$ cat src/rtl/inst_fetch.sv
// Instruction fetch unit: issues one instruction-memory read at a time at the
// PC supplied by pc_reg, and buffers returned words with their PCs in a small
// FIFO for decode. A flush drops buffered entries, and a response still in
// flight is discarded when it returns.
module inst_fetch #(
   parameter int unsigned AW    = 8,
   parameter int unsigned DW    = 32,
   parameter int unsigned DEPTH = 2
) (
   input  logic          clk,
   input  logic          rst_n,
   input  logic [AW-1:0] pc_in,
   output logic          pc_advance,
   output logic          mem_req,
   output logic [AW-1:0] mem_addr,
   input  logic          mem_gnt,
   input  logic          mem_rvalid,
   input  logic [DW-1:0] mem_rdata,
   input  logic          flush,
   output logic          id_valid,
   input  logic          id_ready,
   output logic [DW-1:0] id_inst,
   output logic [AW-1:0] id_pc
);

   localparam int unsigned PtrW = (DEPTH > 1) ? $clog2(DEPTH) : 1;
   localparam int unsigned CntW = $clog2(DEPTH + 1);
   localparam logic [CntW-1:0] CntFull = CntW'(DEPTH);
   localparam logic [PtrW-1:0] PtrLast = PtrW'(DEPTH - 1);

   typedef enum logic [1:0] {StIdle, StReq, StWait, StDrop} state_e;

   state_e          state_q, state_d;
   logic [AW-1:0]   req_pc_q, req_pc_d;
   logic [CntW-1:0] count_q, count_d;
   logic [CntW-1:0] count_upd;
   logic [PtrW-1:0] wr_ptr_q, wr_ptr_d;
   logic [PtrW-1:0] rd_ptr_q, rd_ptr_d;
   logic [DW-1:0]   inst_q [DEPTH];
   logic [AW-1:0]   pc_q   [DEPTH];
   logic            push;
   logic            pop;

   // FIFO events; flush masks both so it wins over any push or pop
   always_comb begin
      push = (state_q == StWait) && mem_rvalid && !flush;
      pop  = (count_q != '0) && id_ready && !flush;
   end

   // Occupancy after this cycle's push/pop, ignoring flush
   always_comb begin
      count_upd = count_q;
      if (push && !pop) begin
         count_upd = count_q + 1'b1;
      end else if (!push && pop) begin
         count_upd = count_q - 1'b1;
      end
   end

   // FIFO pointer and count next-state, with flush clearing everything
   always_comb begin
      count_d  = count_upd;
      wr_ptr_d = wr_ptr_q;
      rd_ptr_d = rd_ptr_q;
      if (push) begin
         wr_ptr_d = (wr_ptr_q == PtrLast) ? '0 : wr_ptr_q + 1'b1;
      end
      if (pop) begin
         rd_ptr_d = (rd_ptr_q == PtrLast) ? '0 : rd_ptr_q + 1'b1;
      end
      if (flush) begin
         count_d  = '0;
         wr_ptr_d = '0;
         rd_ptr_d = '0;
      end
   end

   // FIFO control registers
   always_ff @(posedge clk or negedge rst_n) begin
      if (!rst_n) begin
         count_q  <= '0;
         wr_ptr_q <= '0;
         rd_ptr_q <= '0;
      end else begin
         count_q  <= count_d;
         wr_ptr_q <= wr_ptr_d;
         rd_ptr_q <= rd_ptr_d;
      end
   end

   // FIFO storage; cleared on reset so the head reads as zero
   always_ff @(posedge clk or negedge rst_n) begin
      if (!rst_n) begin
         inst_q <= '{default: '0};
         pc_q   <= '{default: '0};
      end else if (push) begin
         inst_q[wr_ptr_q] <= mem_rdata;
         pc_q[wr_ptr_q]   <= req_pc_q;
      end
   end

   // Decode-side view of the FIFO head
   always_comb begin
      id_valid = (count_q != '0);
      id_inst  = inst_q[rd_ptr_q];
      id_pc    = pc_q[rd_ptr_q];
   end

   // FSM state register plus the PC of the outstanding request
   always_ff @(posedge clk or negedge rst_n) begin
      if (!rst_n) begin
         state_q  <= StIdle;
         req_pc_q <= '0;
      end else begin
         state_q  <= state_d;
         req_pc_q <= req_pc_d;
      end
   end

   // FSM next-state: a single outstanding request, drained via StDrop on flush
   always_comb begin
      state_d  = state_q;
      req_pc_d = req_pc_q;
      case (state_q)
         StIdle: begin
            if (!flush && (count_q < CntFull)) begin
               state_d = StReq;
            end
         end
         StReq: begin
            if (flush) begin
               state_d = StIdle;
            end else if (mem_gnt) begin
               state_d  = StWait;
               req_pc_d = pc_in;
            end
         end
         StWait: begin
            if (flush) begin
               // Response arriving with the flush is simply dropped
               state_d = mem_rvalid ? StIdle : StDrop;
            end else if (mem_rvalid) begin
               state_d = (count_upd < CntFull) ? StReq : StIdle;
            end
         end
         StDrop: begin
            if (mem_rvalid) begin
               state_d = StIdle;
            end
         end
         default: state_d = StIdle;
      endcase
   end

   // FSM outputs towards memory and pc_reg
   always_comb begin
      mem_req    = (state_q == StReq) && !flush;
      mem_addr   = pc_in;
      pc_advance = mem_req && mem_gnt;
   end

   // Requests only issue with space free, so a push can never hit a full FIFO
   a_no_push_full: assert property (@(posedge clk) disable iff (!rst_n)
      push |-> (count_q < CntFull));

endmodule
$ cat config.mk
export PLATFORM = sky130hd
export DESIGN_NAME = inst_fetch
export DESIGN_NICKNAME = d
export VERILOG_FILES = /design/src/rtl/inst_fetch.sv
export SDC_FILE = /design/constraint.sdc
export NUM_CORES = 1
export LEC_CHECK = 0
export BUFFER_PORTS_ARGS = -buffer_cell sky130_fd_sc_hd__buf_4
export CAP_MARGIN = 20
export CORE_ASPECT_RATIO = 1.4
export CORE_MARGIN = 10
export CORE_UTILIZATION = 54
export DETAILED_ROUTE_END_ITERATION = 8
export PLACE_DENSITY = 0.82
export SYNTH_ARGS = -nofsm -noshare
export SYNTH_HDL_FRONTEND = slang
export SYNTH_SLANG_ARGS = --single-unit
$ cat constraint.sdc
create_clock -name clk -period 2.2 [get_ports clk]
set_clock_uncertainty 0.2 [all_clocks]
set_input_delay 0.11 -clock clk [delete_from_list [all_inputs] [get_ports clk]]
set_output_delay 0.11 -clock clk [all_outputs]
set_load 0.02 [all_outputs]
==> impl.org <==
** Synth
- Synthesis produced a netlist with a net count of 328.
- Largest area contributor in the netlist :: sky130_fd_sc_hd__dfrtp_1
- Post-synthesis async set-or-reset flop share :: 100%
- The commonest cells after synthesis are sky130_fd_sc_hd__mux2_2, sky130_fd_sc_hd__dfrtp_1, sky130_fd_sc_hd__buf_4.
- Yosys mapped a number of flops with a built-in enable equal to 0.
- Synthesized cell area :: 4260 sq um
- Dividing the synthesized area by the synthesized cell count gives 15.2 sq um.
- The share of synthesized area in the top cell type comes to 55.2%.
- Leading post-synthesis cells by cell area :: sky130_fd_sc_hd__dfrtp_1, sky130_fd_sc_hd__mux2_2, sky130_fd_sc_hd__mux2_1
- The share of the Yosys chip area taken by registers is 55.2%.
- Among all cell types in the netlist, the one instantiated most often is sky130_fd_sc_hd__mux2_2.
- Seq cells post-synth :: 94
- Number of instances in the synthesized netlist :: 281
- For this run, the leading register cell type out of synthesis is sky130_fd_sc_hd__dfrtp_1.
- In this run, distinct cell masters in the synthesized netlist total 30.
- Number of synthesis warnings :: 0

** Power
- The completed layout was analyzed and its total power is 6.42 mW.
- Lkg Pwr :: 2.79 nW
- In this run the power density over the cells is 1140 nW/um^2.
- Across the VDD grid, the largest voltage drop is 0.000790 V.

** Timing
- Highest clock rate :: 520 MHz
- Period utilization :: 87.3%
- Hold timing on the final database bottoms out at a slack of 0.0307 ns.
- Number of hold-slack violations in the final timing report :: 0
- After routing, the total negative slack on setup checks comes to 0 ns.
- Worst path setup slack after routing :: 0.278 ns
- Headroom to the max-slew limit came out at 42.8%.
- Setup repair after global routing missed its margin :: no
- Max-slew violation total from the final report :: 0
- Slew at the pin with the worst max-slew slack :: 0.855 ns
- Minimum period implied by the final worst setup slack :: 1.92 ns
- Final-report setup violation count :: 0

** Worst setup path
- Number of cells on the worst reg-to-reg path :: 4
- The endpoint identified for the worst register-to-register timing path is inst_q[8].
- Worst path arrival time :: 1.61 ns
- The worst setup path is captured at an output port.
- Startpoint of the worst setup timing path :: rd_ptr_q
- The startpoint identified for the worst register-to-register timing path is state_q[0].
- Minimum setup slack among reg-to-reg paths :: 0.38 ns
- The worst setup path is launched from a register.
- In this run the worst setup path terminates at id_inst[29].
- Kind of critical path :: register to output port
- Along the worst path, the maximum fanout reaches 38.
- Worst path required time :: 1.89 ns

** Die
- Starting density of the core :: 55.3%
- The die is 95.1 microns wide.
- The die covers 11,900 sq um.
- 97 I/O pins were placed.
- After floorplanning, the core was divided into 38 placement rows.
- Area of the core region :: 7700 sq um
- Die Y-Extent :: 125 microns

** Layout
- After the last flow step, the layout net total stands at 462.
- For this run, the number of standard cells in the final layout without fillers is 521.
- The layout has 530 filler cells.
- From synthesis to final layout, the design area changed by 32.2%.
- Cells with a size suffix above 1 make up 58.8% of the layout.

** Clocking
- Post-CTS resize count :: 0
- Post-CTS timing repair inserted 0 buffers for setup.
- The H-tree generated during clock tree synthesis spans 3 levels.
- In this run the clock root is driven by a sky130_fd_sc_hd__clkbuf_8.
- TritonCTS built the clock tree.
- CTS clock-pin slew for the worst setup and hold paths :: 0.08 ns
- Inserted Clock Buffers :: 9
- The number of hold buffers added after CTS was 44.
- For this design, the sink count on the clock tree is 94.
- Clock insertion delay at the later pin of the skew report :: 0.35 ns
- The longest clock path from root to sink contains 2 buffers.

** Routing
- After the first detailed-routing iteration, the DRC count stood at 103.
- Mean routed wirelength per cell :: 17.5 microns
- Remaining antenna violation count :: 0
- After detailed routing, the number of vias per cell comes to 5.13.
- The pre-antenna-repair detailed-routing pass consisted of 4 iterations.
- Detailed Route WL :: 9090 microns
- Total number of vias :: 2,672
- DRC :: 0

** Flow run
- Across the run, the number of max-cap violations was 0.

** GRT
- Number of global-route vias before repair :: 3,017
- Summed over all layers, the global routing overflow is 0.
- The first global-routing pass estimated 14,900 microns of wire.
- Maximum number of pins on one net before global-route repair :: 76
- In the global route stage, overall resource usage came out at 16.0%.
- The number of antenna violations at the first check in global routing is 1.

** Placed design
- Once placement completed, the tool counted placed cells totaling 460.
- At the end of routability-driven placement, the weighted congestion stood at 0.767.
- Worst slack at placement :: 0.380 ns
- Once detailed placement completed, the half-perimeter wirelength came to 6120 microns.
- PortBufs :: 96

** Worst hold path
- The min-delay analysis places its worst path in the category input port to register.

** Status
- Status :: complete, no violations
[worst min-delay path by stage]
| stage | start | end | depth (start not counted) |
|---|---|---|---|
| floorplan | rst_n | count_q[0] | 0 |
| global placement | rst_n | req_pc_q[1] | 1 |
| detailed placement | rst_n | req_pc_q[1] | 1 |
| CTS | mem_gnt | state_q[0] | 5 |
| global route | mem_gnt | state_q[0] | 5 |
| finish | mem_gnt | state_q[0] | 5 |
[layout make-up]
class / count / area (sq um) / area share (%)
clock inverter: 3 / 17.5 / 0.311
tap: 100 / 125 / 2.22
sequential: 94 / 2350 / 41.8
clock buffer: 13 / 169 / 3.00
multi-input combinational: 159 / 1690 / 30.0
inverter: 4 / 15.0 / 0.266
timing repair buffer: 147 / 1260 / 22.4
antenna: 1 / 2.50 / 0.0444
[per-layer routing]
metal	track usage, %	vias to the layer above	wire (microns)
li1	-	1254	-
met1	17.6	1348	3540
met2	27.6	54	4920
met3	3.29	16	393
met4	8.66	0	239
met5	0	-	0
[layout by cell type, fill, tap and decap left out, drive strengths merged, types with 2 or more instances in the layout]
master / n
nand2: 2
clkinv: 2
dlygate4sd3: 44
inv: 4
o21ai: 2
nor2b: 3
mux2: 128
dfrtp: 94
xnor2: 3
clkbuf: 13
buf: 103
a211oi: 2
nor2: 7
[kinds of logic (layout without fill, tap and decap cells)]
| kind of cell | after synthesis | after routing | share of synthesized area, % |
|---|---|---|---|
| DFF | 94 | 94 | 55.2 |
| AOI/OAI and AO/OA | 8 | 8 | 1.29 |
| muxes | 129 | 129 | 34.3 |
| and+or+nand+nor | 17 | 17 | 2.91 |
| xor gates and xnor gates | 4 | 4 | 0.822 |
| buffers and inverters | 28 | 167 | 5.19 |
| other | 0 | 1 | 0 |
| adders and majority gates | 1 | 1 | 0.293 |
[critical path, cell delays in order (launching register included)]
cell	delay [ns]
sky130_fd_sc_hd__dfrtp_2	0.43
sky130_fd_sc_hd__buf_12	0.25
sky130_fd_sc_hd__mux2_2	0.39
sky130_fd_sc_hd__buf_4	0.16
[stage by stage]
stage | util (%) | area (sq um)
final | 73.2 | 5640
after global routing | 73.2 | 5640
after CTS | 73.1 | 5630
after detailed placement | 65.0 | 5010
after global placement | 65.0 | 5010
after floorplan | - | 4260
[where the power goes]
group	total (mW)	switching, mW	internal, mW
clock network	1.07	0.567	0.501
logic	2.81	1.32	1.49
registers	2.54	0.289	2.25
[flip-flops by register name, indices dropped and copies added (netlist names)]
signal	flops
wr_ptr_q	1
pc_q	16
inst_q	64
state_q	2
req_pc_q	8
rd_ptr_q	1
count_q	2
No activity file was read; power rests on OpenSTA's default activity.
